<file path="config.mk">
export PLATFORM = sky130hd
export DESIGN_NAME = keypad_scanner
export DESIGN_NICKNAME = d
export VERILOG_FILES = /design/src/rtl/keypad_scanner.sv
export SDC_FILE = /design/constraint.sdc
export NUM_CORES = 1
export LEC_CHECK = 0
export ABC_AREA = 0
export CORE_MARGIN = 4
export CORE_UTILIZATION = 50
export CTS_CLUSTER_DIAMETER = 80
export DETAILED_ROUTE_END_ITERATION = 6
export PLACE_DENSITY = 0.81
export SETUP_SLACK_MARGIN = 0.2
export SYNTH_ARGS = -nofsm -noshare
export SYNTH_HDL_FRONTEND = slang
export SYNTH_SLANG_ARGS = --single-unit
</file>
<file path="constraint.sdc">
create_clock -name i_clk -period 9.77 [get_ports i_clk]
set_input_delay 1.954 -clock i_clk [delete_from_list [all_inputs] [get_ports i_clk]]
set_output_delay 1.954 -clock i_clk [all_outputs]
set_load 0.02 [all_outputs]
</file>
<file path="src/rtl/keypad_scanner.sv">
// 4x4 matrix keypad scanner: drives one column at a time, samples the rows,
// debounces whole-frame results and hands accepted key codes to a consumer.
module keypad_scanner #(
  parameter int c_Settle_cycles = 500,
  parameter int c_Stable_frames = 8
) (
  input  logic       i_clk,
  input  logic       i_rst,
  input  logic [3:0] i_row,
  output logic [3:0] o_col,
  output logic [3:0] o_key,
  output logic       o_key_valid,
  input  logic       i_key_ready,
  output logic       o_pressed,
  output logic       o_overrun
);

  typedef enum logic {
    S_DRIVE,
    S_EVAL
  } state_t;

  typedef enum logic [1:0] {
    R_NONE,
    R_SINGLE,
    R_MULTI
  } result_t;

  localparam logic [15:0] c_SettleLast = 16'(c_Settle_cycles - 1);
  localparam logic [7:0]  c_StableMax  = 8'(c_Stable_frames);

  state_t      r_state;
  logic [1:0]  r_k;
  logic [15:0] r_settle;
  logic [3:0]  r_rowMeta;
  logic [3:0]  r_rowSync;
  logic [15:0] r_cap;
  logic [7:0]  r_stable;
  result_t     r_prevKind;
  logic [3:0]  r_prevCode;

  logic [4:0]  w_lowCount;
  logic [3:0]  w_code;
  result_t     w_kind;
  logic        w_same;
  logic [7:0]  w_stableNext;
  logic        w_settled;
  logic        w_event;
  logic        w_release;

  // r_cap is indexed row*4 + col, so the index of the single low bit is the key code.
  always_comb begin
    w_lowCount = '0;
    w_code     = '0;
    for (int i = 15; i >= 0; i--) begin
      if (!r_cap[i]) begin
        w_lowCount = w_lowCount + 5'd1;
        w_code     = 4'(i);
      end
    end
  end

  always_comb begin
    w_kind = R_NONE;
    if (w_lowCount == 5'd1) begin
      w_kind = R_SINGLE;
    end else if (w_lowCount != 5'd0) begin
      w_kind = R_MULTI;
    end
  end

  assign w_same = (w_kind == r_prevKind) &&
                  ((w_kind != R_SINGLE) || (w_code == r_prevCode));

  assign w_stableNext = !w_same ? 8'd1 :
                        ((r_stable < c_StableMax) ? (r_stable + 8'd1) : r_stable);

  assign w_settled = (w_stableNext == c_StableMax);
  assign w_event   = (r_state == S_EVAL) && w_settled && (w_kind == R_SINGLE) && !o_pressed;
  assign w_release = (r_state == S_EVAL) && w_settled && (w_kind == R_NONE);

  always_ff @(posedge i_clk) begin
    if (i_rst) begin
      r_state     <= S_DRIVE;
      r_k         <= 2'd0;
      r_settle    <= '0;
      r_rowMeta   <= 4'b1111;
      r_rowSync   <= 4'b1111;
      r_cap       <= '1;
      r_stable    <= '0;
      r_prevKind  <= R_NONE;
      r_prevCode  <= '0;
      o_col       <= 4'b1110;
      o_key       <= '0;
      o_key_valid <= 1'b0;
      o_pressed   <= 1'b0;
      o_overrun   <= 1'b0;
    end else begin
      r_rowMeta <= i_row;
      r_rowSync <= r_rowMeta;

      case (r_state)
        S_DRIVE: begin
          if (r_settle == c_SettleLast) begin
            for (int r = 0; r < 4; r++) begin
              r_cap[{2'(r), r_k}] <= r_rowSync[r];
            end
            r_settle <= '0;
            if (r_k == 2'd3) begin
              r_state <= S_EVAL;
              o_col   <= 4'b1111;
            end else begin
              r_k   <= r_k + 2'd1;
              o_col <= ~(4'b0001 << (r_k + 2'd1));
            end
          end else begin
            r_settle <= r_settle + 16'd1;
          end
        end
        S_EVAL: begin
          r_state    <= S_DRIVE;
          r_k        <= 2'd0;
          o_col      <= 4'b1110;
          r_stable   <= w_stableNext;
          r_prevKind <= w_kind;
          r_prevCode <= w_code;
          // A new press is only accepted after a stable release; MULTI never changes o_pressed.
          if (w_event) begin
            o_pressed <= 1'b1;
          end else if (w_release) begin
            o_pressed <= 1'b0;
          end
        end
        default: begin
          r_state <= S_DRIVE;
          r_k     <= 2'd0;
          o_col   <= 4'b1110;
        end
      endcase

      o_overrun <= 1'b0;
      if (w_event) begin
        if (!o_key_valid || i_key_ready) begin
          o_key       <= w_code;
          o_key_valid <= 1'b1;
        end else begin
          o_overrun <= 1'b1;
        end
      end else if (o_key_valid && i_key_ready) begin
        o_key_valid <= 1'b0;
      end
    end
  end

endmodule

</file>
Word-level counts from Yosys, hierarchy flattened
Index checks and enable logic that the tools add are counted.
Widths: inputs -> output; s select.

word-level totals
  register bits after elaboration = 68
  bits of input ports = 7
  output and inout bits = 11

cells by class
  add/sub/neg operators = 18
  magnitude comparators = 9
  equal/unequal tests = 11
  shift operators = 1
  multiplexer cells = 64
  bitwise operators = 3
  reduce and logical (&&, ||, !) cells = 24

operator list
  cell                   count
  $add 5x1->5 const B    15
  $mux 5                 15
  $mux 4                 18
  $bwmux 16              4
  $add 16x1->16 const B  1
  $eq 16x9->1 const B    1
  $mux 16                1
  $mux 8                 2
  $mux 1                 13
  $logic_and 1x1->1      10
  $lt 4x5->1 const B     2
  $reduce_and 2->1       5
  $add 8x1->8 const B    1
  $demux 1 s2            4
  $eq 8x4->1 const B     1
  $ge 4x1->1 const B     2
  $lt 8x4->1 const B     1
  $mux 2                 4
  $pmux 4 s2             1
  $eq 5x1->1 const B     1
  $lt 2x5->1 const B     1
  $lt 3x5->1 const B     1
  $reduce_bool 5->1      1
  $eq 4x4->1             1
  other kinds (18)       24

Longest topological paths before layout
  word-level depth = 44
  mapped depth = 55

Worst setup path before layout
Ideal clock, no wire load.

  path type = register to register
  from = register r_cap[14]
  to = register r_stable[3]
  setup time = 0.086 ns
  data arrival time = 9.511 ns
  data required time = 9.684 ns
  path slack = 0.173 ns
  stages on the path, launching flop included = 54
  path buffers = 1
  period minus slack after synthesis = 9.597 ns
  cell sequence = dfxtp_1 > inv_1 > ha_1 > xnor2_1 > ha_1 > nand2b_1 > nand2_1 > ha_1 > nor2_1 > a31oi_1 > ha_1 > nor2b_1 > a31o_2 > nor2_1 > inv_1 > ha_1 > nor2_1 > a21oi_1 > [18 not listed] > a21oi_1 > a31oi_1 > inv_1 > ha_1 > nor2_1 > a21oi_1 > ha_1 > nand2b_1 > nand2_1 > ha_1 > nor2_1 > nand3_1 > or3_1 > mux2_4 > or3b_4 > and2_4 > buf_6 > a221oi_2

between the ends
  longest elaborated chain between the ends = 36
  elaborated cells between the ends (all ways) = 54
  those cells by class = add/sub (14); eq/ne (4); mux (33); reduce/logical (3)

RTL lines
  item                             RTL line  source
  start, declared                  37        logic [15:0] r_cap;
  start signal, assigned by index  106       r_cap[{2'(r), r_k}] <= r_rowSync[r];
  $mux 5                           56        if (!r_cap[i]) begin
  $add 5x1->5                      57        w_lowCount = w_lowCount + 5'd1;
  $mux 5                           56
  $add 5x1->5                      57
  $mux 5                           56
  $add 5x1->5                      57
  $mux 5                           56
  $add 5x1->5                      57
  [20 not listed]                  --
  $mux 5                           56
  $reduce_bool 5->1                67        end else if (w_lowCount != 5'd0) begin
  $mux 2                           67
  $mux 2                           65        if (w_lowCount == 5'd1) begin
  $ne 2x1->1                       73        ((w_kind != R_SINGLE) || (w_code == r_prevCode));
  $logic_or 1x1->1                 73
  $logic_and 1x1->1 (*)            72        assign w_same = (w_kind == r_prevKind) &&
  $mux 8 (*)                       75        assign w_stableNext = !w_same ? 8'd1 :
  end signal, assigned             124       r_stable <= w_stableNext;
  end, declared                    38        logic [7:0] r_stable;

Mark *: on every way between the ends. The rest lies on a longest branch, timed or not.
A chain may end at the register's enable or synchronous reset.

Worst setup path in the final report
  from = register r_cap[15]
  to = register r_stable[3]

between the ends
  longest elaborated chain between the ends = 38
  elaborated cells between the ends (all ways) = 57
  those cells by class = add/sub (15); eq/ne (4); mux (35); reduce/logical (3)

RTL lines
  item                   RTL line
  $mux 1                 56
  $add 5x1->5            57
  $mux 5                 56
  $add 5x1->5            57
  $mux 5                 56
  $add 5x1->5            57
  $mux 5                 56
  $add 5x1->5            57
  [22 not listed]        --
  $mux 5                 56
  $reduce_bool 5->1      67
  $mux 2                 67
  $mux 2                 65
  $ne 2x1->1             73
  $logic_or 1x1->1       73
  $logic_and 1x1->1 (*)  72
  $mux 8 (*)             75

Marks and branches as above.

==> flow_summary.json <==
{
  "status": "completed",
  "setup_viol": 0,
  "seq_power_share_pct": 51.0,
  "die-area_um2": 10900,
  "slew_violations": 0,
  "syn-num-nets": 580,
  "cts.clk_slew.worst_paths_ns": 0.07,
  "avgSynthCellArea_um2": 8.51,
  "p_int_mw": 0.430,
  "core_um2": 8890,
  "slowest_stage": "or3b_4",
  "leakagePower_nw": 2.36,
  "numCtsBuffers": 9,
  "end_kind": "register",
  "clock_latency_ns": 0.35,
  "r2r_start": "r_cap[15]",
  "postCtsHoldBufs": 0,
  "portBuffers": 17,
  "place_ws_ns": -0.353,
  "critPathLaunchType": "register",
  "routed_via_density": 5.91,
  "hold_violations": 0,
  "worstPathArrival_ns": 9.87,
  "yosysSeqAreaShare_pct": 29.2,
  "placed_cells": 652,
  "reg2regPathDepth": 51,
  "cts_tree": "built",
  "dr_total_vias": 4105,
  "synth_seq_cells": 68,
  "rsz0062_at_grt": "yes",
  "hold_end": "r_rowSync[1]",
  "htreeDepth": 3,
  "dp_hpwl_um": 6800,
  "crit_path_frequent_cell": "ha_4",
  "track_usage_pct": 18.4,
  "fin_area_um2": 5660,
  "grt_max_degree": 53,
  "finalPower_mw": 0.552,
  "final.min_clock_period_ns": 9.61,
  "layout.cells.most_common": "dfxtp_1",
  "drv_cap": 0,
  "cts.sinks": 68,
  "area_delta_synth_final_pct": 21.3,
  "grt_antenna_before_repair": 0,
  "synthTopCellsByArea": "dfxtp_1 29%, ha_1 6.7%, xnor2_1 5.8%",
  "async_flop_share_pct": 0,
  "wirelength_um": 11200,
  "combPwrFrac_pct": 2.3,
  "synth_top_flop_cell": "dfxtp_1",
  "rows": 34,
  "overflow": 0,
  "grt_pass1_vias": 3916,
  "setup_ws_ns": 0.165,
  "nNetsFinal": 614,
  "max_freq_ghz": 0.104,
  "root_buffer": "clkbuf_8",
  "relSlewSlack_pct": 20.8,
  "hp-class": "reg2reg",
  "die_x_um": 105,
  "drt.antenna.violating_nets": 0,
  "synth-edff-count": 0,
  "min_path_cells": 1,
  "slowest_delay_ns": 0.42,
  "min_from": "r_rowMeta[1]",
  "grt_first_pass_wirelength_um": 17200,
  "placed_area_um2": 4910,
  "crit_required_ns": 10.03,
  "clock_skew_ns": 0.00821,
  "power.share.switching_pct": 22.0,
  "synth_cells": 548,
  "start_util_pct": 52.5,
  "p_per_area_nw_per_um2": 97.6,
  "gp_congestion": 0.855,
  "final_cell_mix": "65 x dfxtp_1, 51 x nor2_1, 37 x nand2_1, 31 x buf_4, 30 x xnor2_1",
  "ys_types": 61,
  "p_clk_share_pct": 46.7,
  "period_share_pct": 98.3,
  "drt_iter0_markers": 283,
  "final_layout_size_suffix_gt1_share_pct": 20.6,
  "diodes": 0,
  "synth_top_area_cell": "dfxtp_1",
  "die_height_um": 105,
  "tightest_slew_ns": 1.19,
  "p_sw_mw": 0.122,
  "netlist_area_um2": 4660,
  "io_pins": 18,
  "critPathKind": "reg2reg",
  "peakVddDrop_v": 0.000106,
  "route.detailed.drc": 0,
  "cp_max_fo": 6,
  "yosysWarnings": 0,
  "timing.rr.end": "r_stable[3]",
  "drt-wirelength-per-cell_um": 16.1,
  "synth_top_cell_area_share_pct": 29.2,
  "drtPass1Iterations": 6,
  "clockBufferDepth": 2,
  "fin_cells": 695,
  "timing.reg2reg.setup_slack_ns": 0.16
}
-- sequential cells by signal, indices dropped and copies added, names as in the netlist, 2 cells and up --
| name | count |
|---|---|
| r_rowMeta | 4 |
| r_stable | 8 |
| r_cap | 16 |
| o_key | 4 |
| r_prevCode | 4 |
| o_col | 4 |
| r_settle | 16 |
| r_prevKind | 2 |
| r_k | 2 |
| r_rowSync | 4 |
-- per-layer routing --
layer  GRT usage, %  vias up  routed length, um
met1           22.7     1957               4760
met3           3.33       37                515
met4           7.59        0                316
li1               -     1981                  -
met2           31.8      130               5590
met5              0        -                  0
-- cells in the mapped netlist (4+ instances only) --
| cell type | instances |
|---|---|
| mux2i_1 | 20 |
| or3_1 | 6 |
| dfxtp_1 | 68 |
| a31oi_1 | 8 |
| and3_1 | 21 |
| a211oi_1 | 5 |
| a211o_1 | 17 |
| nand4_1 | 9 |
| nand3_1 | 13 |
| and2_1 | 4 |
| nor3_1 | 17 |
| o211ai_1 | 5 |
| a21oi_1 | 17 |
| ha_1 | 25 |
| o21ai_0 | 12 |
| inv_1 | 27 |
| xor2_1 | 20 |
| nor2_1 | 57 |
| nor2b_1 | 16 |
| a21boi_0 | 4 |
| xnor2_1 | 31 |
| nand2b_1 | 12 |
| nand2_1 | 41 |
| nand4b_1 | 7 |
| buf_2 | 4 |
| xnor3_1 | 4 |
| or2_2 | 10 |
| clkbuf_1 | 20 |
-- repair_timing --
item	in CTS	in global routing
endpoints found under the setup margin	16	17
buffers inserted	13	14
pin swaps	11	36
resized for setup	17	44
-- worst max path at each step --
stage | start | end | cells past startpoint
6_report | r_cap[15] | r_stable[3] | 51
5_1_grt | r_cap[14] | r_stable[3] | 51
4_1_cts | r_cap[14] | r_stable[3] | 53
3_5_place_dp | r_cap[14] | r_stable[3] | 52
3_3_place_gp | r_cap[14] | r_stable[3] | 53
2_1_floorplan | r_cap[14] | r_stable[3] | 53
-- through the flow --
stage                     TNS (ns)  util, %  hold WS, ns
after floorplan                  0        -        0.389
after global placement           0     55.2        0.391
after detailed placement     -3.14     55.2        0.394
after CTS                        0     59.8        0.412
after global routing         -2.97     63.6        0.430
final                            0     63.6        0.410
-- critical path, delay by kind of cell (launching register included) --
| family | cells | cell delay (ns) |
|---|---|---|
| AO/OA/AOI/OAI | 11 | 1.94 |
| XOR/XNOR | 2 | 0.34 |
| adder cells (fa/ha/maj) | 12 | 3.21 |
| buffers and inverters | 5 | 0.40 |
| flip-flops | 1 | 0.38 |
| multiplexers | 4 | 0.93 |
| AND/OR/NAND/NOR | 17 | 2.29 |
-- final cells by class --
type / instances / area (um^2)
Inverter: 27 / 104
Multi-Input combinational cell: 425 / 3390
Sequential cell: 68 / 1370
Clock inverter: 7 / 100
Timing Repair Buffer: 51 / 437
Tap cell: 108 / 135
Clock buffer: 9 / 124
Fill cell: 675 / 3230
-- cell families after synthesis --
| logic type | count (synthesis) | share of synthesized area [%] |
|---|---|---|
| AO/OA/AOI/OAI | 86 | 13.3 |
| XOR/XNOR | 63 | 15.3 |
| adder cells (fa/ha/maj) | 25 | 6.71 |
| buffers and inverters | 55 | 4.77 |
| flip-flops | 68 | 29.2 |
| multiplexers | 22 | 4.85 |
| AND/OR/NAND/NOR | 229 | 25.9 |
-- power by group through the flow --
stage / Clock, mW / Combinational [mW] / Sequential, mW
floorplan: 0 / 0.00889 / 0.288
global placement: 0 / 0.0122 / 0.288
detailed placement: 0 / 0.0126 / 0.289
CTS: 0.264 / 0.0130 / 0.282
global route: 0.277 / 0.0146 / 0.282
finish: 0.258 / 0.0130 / 0.282
Power figures use the tool's default switching activity.
